--- config.mk ---
export PLATFORM = sky130hd
export DESIGN_NAME = rpd_pipe_ctrl
export DESIGN_NICKNAME = d
export VERILOG_FILES = /design/src/rtl/rpd_pkg.sv /design/src/rtl/rpd_pipe_ctrl_sat_counter.sv /design/src/rtl/rpd_pipe_ctrl.sv
export SDC_FILE = /design/constraint.sdc
export NUM_CORES = 1
export LEC_CHECK = 0
export CAP_MARGIN = 20
export CORE_ASPECT_RATIO = 1.25
export CORE_UTILIZATION = 49
export DETAILED_ROUTE_END_ITERATION = 12
export PLACE_DENSITY = 0.74
export RECOVER_POWER = 25
export REMOVE_ABC_BUFFERS = 1
export SLEW_MARGIN = 20
export SYNTH_ARGS = -nofsm -noshare
export SYNTH_HDL_FRONTEND = slang
export SYNTH_SLANG_ARGS = --single-unit
--- constraint.sdc ---
create_clock -name i_clk -period 2.15 [get_ports i_clk]
set_input_delay 0.43 -clock i_clk [delete_from_list [all_inputs] [get_ports i_clk]]
set_output_delay 0.43 -clock i_clk [all_outputs]
set_load 0.005 [all_outputs]
--- src/rtl/rpd_pkg.sv ---
// Shared types and defaults for the RPD moving-average pipeline controller.
package rpd_pkg;
  localparam int CNT_WIDTH_DEF = 10;

  typedef enum logic [1:0] {
    IDLE       = 2'd0,
    FILL_SHORT = 2'd1,
    FILL_LONG  = 2'd2,
    RUN        = 2'd3
  } state_e;
endpackage

--- src/rtl/rpd_pipe_ctrl_sat_counter.sv ---
// Saturating up-counter with synchronous clear (clear wins over enable).
module sat_counter #(
  parameter int W = 10
) (
  input  logic         i_clk,
  input  logic         i_nrst,
  input  logic         i_en,
  input  logic         i_clr,
  output logic [W-1:0] o_cnt
);
  logic [W-1:0] cnt_q, cnt_d;

  always_comb begin
    cnt_d = cnt_q;
    if (i_clr)                   cnt_d = '0;
    else if (i_en && cnt_q != '1) cnt_d = cnt_q + {{(W-1){1'b0}}, 1'b1};
  end

  always_ff @(posedge i_clk or negedge i_nrst) begin
    if (!i_nrst) cnt_q <= '0;
    else         cnt_q <= cnt_d;
  end

  assign o_cnt = cnt_q;
endmodule

--- src/rtl/rpd_pipe_ctrl.sv ---
// Sequences the short/long moving-average fill phases and strobes the
// datapath once per accepted ECG sample. All outputs come straight from flops.
module rpd_pipe_ctrl
  import rpd_pkg::*;
#(
  parameter int CNT_WIDTH = CNT_WIDTH_DEF,
  parameter int PIPE_LAT  = 1
) (
  input  logic                 i_clk,
  input  logic                 i_nrst,
  input  logic                 i_en,
  input  logic                 i_sample_valid,
  input  logic [CNT_WIDTH-1:0] i_short_len,
  input  logic [CNT_WIDTH-1:0] i_long_len,
  output logic                 o_ce,
  output logic                 o_ma_short_valid,
  output logic                 o_ma_long_valid,
  output logic                 o_busy,
  output logic                 o_cfg_err,
  output logic [1:0]           o_state,
  output logic [CNT_WIDTH-1:0] o_sample_cnt
);
  state_e               state_q, state_d;
  logic [CNT_WIDTH-1:0] short_len_q, short_len_d, long_len_q, long_len_d;
  logic                 ce_q, ce_d, sv_q, sv_d, lv_q, lv_d;
  logic                 busy_q, busy_d, cfg_err_q, cfg_err_d;
  logic                 accept, cnt_clr, cfg_ok, hit_short, hit_long;
  logic [CNT_WIDTH-1:0] cnt;
  logic [CNT_WIDTH:0]   cnt_inc;

  sat_counter #(.W(CNT_WIDTH)) u_cnt (
    .i_clk  (i_clk),
    .i_nrst (i_nrst),
    .i_en   (accept),
    .i_clr  (cnt_clr),
    .o_cnt  (cnt)
  );

  // Phase-end test looks at the count this acceptance produces, so the
  // valid level lands on the same edge as that sample's strobe.
  assign cnt_inc   = {1'b0, cnt} + {{CNT_WIDTH{1'b0}}, 1'b1};
  assign accept    = (state_q != IDLE) && i_en && i_sample_valid;
  assign hit_short = accept && (cnt_inc == {1'b0, short_len_q});
  assign hit_long  = accept && (cnt_inc == {1'b0, long_len_q});
  assign cfg_ok    = (i_short_len != '0) && (i_short_len <= i_long_len);

  always_comb begin
    state_d     = state_q;
    short_len_d = short_len_q;
    long_len_d  = long_len_q;
    sv_d        = sv_q;
    lv_d        = lv_q;
    cfg_err_d   = cfg_err_q;
    cnt_clr     = 1'b0;
    ce_d        = accept && (PIPE_LAT == 1);

    case (state_q)
      IDLE: begin
        if (cfg_err_q) begin
          cfg_err_d = i_en;
        end else if (i_en) begin
          if (cfg_ok) begin
            short_len_d = i_short_len;
            long_len_d  = i_long_len;
            cnt_clr     = 1'b1;
            state_d     = FILL_SHORT;
          end else begin
            cfg_err_d = 1'b1;
          end
        end
      end
      FILL_SHORT: begin
        if (hit_short) begin
          sv_d = 1'b1;
          if (short_len_q == long_len_q) begin
            lv_d    = 1'b1;
            state_d = RUN;
          end else begin
            state_d = FILL_LONG;
          end
        end
      end
      FILL_LONG: begin
        if (hit_long) begin
          lv_d    = 1'b1;
          state_d = RUN;
        end
      end
      default: ;
    endcase

    // Disable aborts from any active state; a same-cycle strobe is dropped
    // because accept already requires i_en.
    if (state_q != IDLE && !i_en) begin
      state_d = IDLE;
      sv_d    = 1'b0;
      lv_d    = 1'b0;
      cnt_clr = 1'b1;
    end

    busy_d = (state_d != IDLE);
  end

  always_ff @(posedge i_clk or negedge i_nrst) begin
    if (!i_nrst) begin
      state_q     <= IDLE;
      short_len_q <= '0;
      long_len_q  <= '0;
      ce_q        <= 1'b0;
      sv_q        <= 1'b0;
      lv_q        <= 1'b0;
      busy_q      <= 1'b0;
      cfg_err_q   <= 1'b0;
    end else begin
      state_q     <= state_d;
      short_len_q <= short_len_d;
      long_len_q  <= long_len_d;
      ce_q        <= ce_d;
      sv_q        <= sv_d;
      lv_q        <= lv_d;
      busy_q      <= busy_d;
      cfg_err_q   <= cfg_err_d;
    end
  end

  assign o_ce             = ce_q;
  assign o_ma_short_valid = sv_q;
  assign o_ma_long_valid  = lv_q;
  assign o_busy           = busy_q;
  assign o_cfg_err        = cfg_err_q;
  assign o_state          = state_q;
  assign o_sample_cnt     = cnt;
endmodule

==> out/summary.txt <==
Outcome = finished with violations
Violated checks = setup timing
Netlist cell types = 50
Largest family of logic cells by synthesized area = simple AND/OR/NAND/NOR gates
FF+latch area = 926 sq um
Initial Util = 0.522
Top_reg_cell synth = dfrtp_1
Most repeated cell in the gate-level netlist after synthesis = dfrtp_1
Final total power = 2.77 mW
XOR/XNOR Fraction of Synth Area = 0.142
First-pass DRT Iterations = 5
Multiplexer area fraction after synthesis = 0.0610
Post-route DRC = 0
Routability cong. = 0.897
Num CTS Buffers = 5
Setup Skew = 0.00969 ns
Async set-reset flop share out of synthesis = 1.00
CTS tree = yes
Die X = 66.2 microns
Layout cell share with drive strength beyond 1 = 0.448
Initial drt markers = 237
Initial antenna violation count = 0
Top post-synthesis cells by area = dfrtp_1 (37%), xor2_1 (8.7%), xnor2_1 (5.6%)
CP Launch Type = flip-flop
Yosys reg bits = 37
Pleak = 1.81 nW
Max-cap check violation count = 0
Synth Area in Adders = 0.0545
Vias/cell = 6.03
Number of clock sinks = 37
Setup crit end kind = flip-flop
Cell Pwr Density = 689 nW/um^2
GR Overflow Total = 0
Io pins = 41
CTS H-tree lvls = 2
Synth Area in Compound Gates = 0.136
Final Max Tran Viols = 0
Drt wl/cell = 21.3 microns
CTS Hold Buffers Added = 0
Die ar. = 5450 sq um
FF-to-FF path depth = 9
Core Rows = 28
Final nets = 425
Layout area overhead = 59.2%
Via Count = 2,718
Most instantiated cells after synthesis = dfrtp_1 (37), nand2_1 (27), xor2_1 (25)
Slew at the pin with the worst max-slew slack = 0.914 ns
Worst skew pair latency = 0.30 ns
Final worst setup slack = -0.110 ns
Core ar. = 4830 sq um
Vias in the first global route = 2,720
Clock tree buffer depth = 2
Post-synth EDFFs = 0
Final Util = 0.831
Post-synth top area cell = dfrtp_1
First-pass GRT wire length = 13,300 microns
Post-Syn Area = 2520 sq um
Crit path DAT = 2.43 ns
FILL cells = 250
Yosys top cell area share = 0.367
Req. time, crit path = 2.32 ns
Final hold viol count = 0
Final worst path period need = 2.26 ns
Yosys warns = 0
Worst Hold Class = input pin to async pin
Reg clk slew, reported paths = 0.08 ns
Max FO, Critical Path = 4
Post-DRT Antenna Nets = 0
WS Path Type = flip-flop to flip-flop
Mapped Cells = 273
Largest net degree at the start of global routing = 38
Die Y = 82.3 microns
Number of I/O port buffers = 40
Worst R2R Start = u_cnt.o_cnt[0]
DRT Wirelength = 9600 microns
Hold WS = 0.253 ns
Post-synthesis simple-gate area fraction = 0.189
Syn_area_per_cell = 9.25 sq um
Clock Tree Root = clkbuf_8
VDD IR-drop max = 0.512 mV
Maximum clock rate = 443 MHz
HPWL Detailed = 5010 microns
Final setup viols = 24
FF-to-FF End = o_state[0]
RSZ-0062 raised after global routing = yes
Antenna Diode Count = 0
Sequential area share after synthesis = 0.367
All-Layer GR Usage = 0.332
Flop-to-flop setup slack = -0.11 ns
Area of the multi-input gates = 1790 sq um
Final period util = 1.05
Slew margin rel. = 0.391
[cells in the final DEF, fill, tap and decap left out, types with 3 or more instances in the layout]
cell type,Yosys,final
nor4_1,6,6
o211ai_1,3,3
nor3_2,1,5
dfrtp_1,37,37
nand4_1,6,6
o21ai_1,3,9
a21oi_2,1,3
mux2_4,0,10
buf_6,1,12
xnor2_1,16,15
clkbuf_8,0,5
inv_1,15,5
nor2_1,17,12
buf_2,8,9
a21oi_1,6,4
nor3b_1,3,3
clkdlybuf4s50_1,0,17
inv_2,0,8
ha_4,0,10
nand2_1,27,24
nor2_2,0,5
buf_12,0,3
o21ai_2,1,3
nand3_1,5,3
nand2_2,1,3
and3_1,3,3
xor2_1,25,25
buf_4,0,72
clkdlybuf4s15_1,0,3
dlygate4sd2_1,0,3
o21ai_0,22,13
[per-layer routing]
layer / GRT usage / vias to the layer above / part of all wire
met4: 0.221 / 0 / 0.064
met2: 0.605 / 149 / 0.52
met1: 0.345 / 1319 / 0.36
met5: 0 / - / 0
met3: 0.0577 / 61 / 0.059
li1: - / 1189 / -
[cell type report]
type / count / share of cell area
Multi-Input combinational cell: 208 / 0.446
Timing Repair Buffer: 123 / 0.269
Clock buffer: 6 / 0.0181
Tap cell: 60 / 0.0187
Inverter: 15 / 0.0153
Clock inverter: 2 / 0.00249
Sequential cell: 37 / 0.230
[worst max-delay path, stage by stage (launching register included)]
cell and delay, ns:
dfrtp_1 0.42, ha_4 0.26, xor2_1 0.16, nor3_2 0.12, o311ai_1 0.15, or4_4 0.45
nor4_4 0.16, buf_4 0.19, nand3_2 0.08, o311a_1 0.13
[sequential cells by signal, summed over array words and instances (netlist names)]
signal,count
long_len_q,10
o_busy,1
o_ce,1
o_cfg_err,1
o_ma_long_valid,1
o_ma_short_valid,1
o_state,2
short_len_q,10
u_cnt.o_cnt,10
[per-stage QoR]
stage                     setup TNS, ns  area, sq um  worst slack, ns  cells
after global routing              -1.77         4020           -0.212    451
after detailed placement         -29.17         3310           -0.927    411
after global placement           -23.92         3310           -0.774    411
after CTS                        -0.276         3830           -0.109    446
final                            -0.782         4020           -0.110    451
after floorplan                   -5.66         2450           -0.374    259
[kinds of logic after synthesis]
family | count (synthesis)
AO/OA/AOI/OAI | 54
adder cells (fa/ha/maj) | 11
flip-flops | 37
AND/OR/NAND/NOR | 87
XOR/XNOR | 41
buffers and inverters | 29
multiplexers | 14
[repair_timing]
action                     in CTS  in global routing
gates cloned                    4                  0
buffers inserted               23                  6
gates resized for setup       111                 52
setup endpoints to repair      36                 34
pin swaps                      28                 20
[how the worst max path moves through the flow]
| stage | start | endpoint | slack (ns) | cells past startpoint |
|---|---|---|---|---|
| global route | u_cnt.o_cnt[0] | o_state[1] | -0.21 | 9 |
| finish | u_cnt.o_cnt[0] | o_state[0] | -0.11 | 9 |
| detailed placement | i_long_len[5] | u_cnt.o_cnt[0] | -0.93 | 11 |
| floorplan | u_cnt.o_cnt[0] | o_state[0] | -0.37 | 8 |
| CTS | u_cnt.o_cnt[0] | o_state[0] | -0.11 | 9 |
| global placement | i_long_len[5] | short_len_q[4] | -0.77 | 10 |
[power by group]
part | switching, mW | internal [mW]
clock | 0.257 | 0.225
combinational | 0.573 | 0.640
sequential | 0.233 | 0.843
total | 1.06 | 1.71
Note: power is estimated with default switching activity, not from simulation.
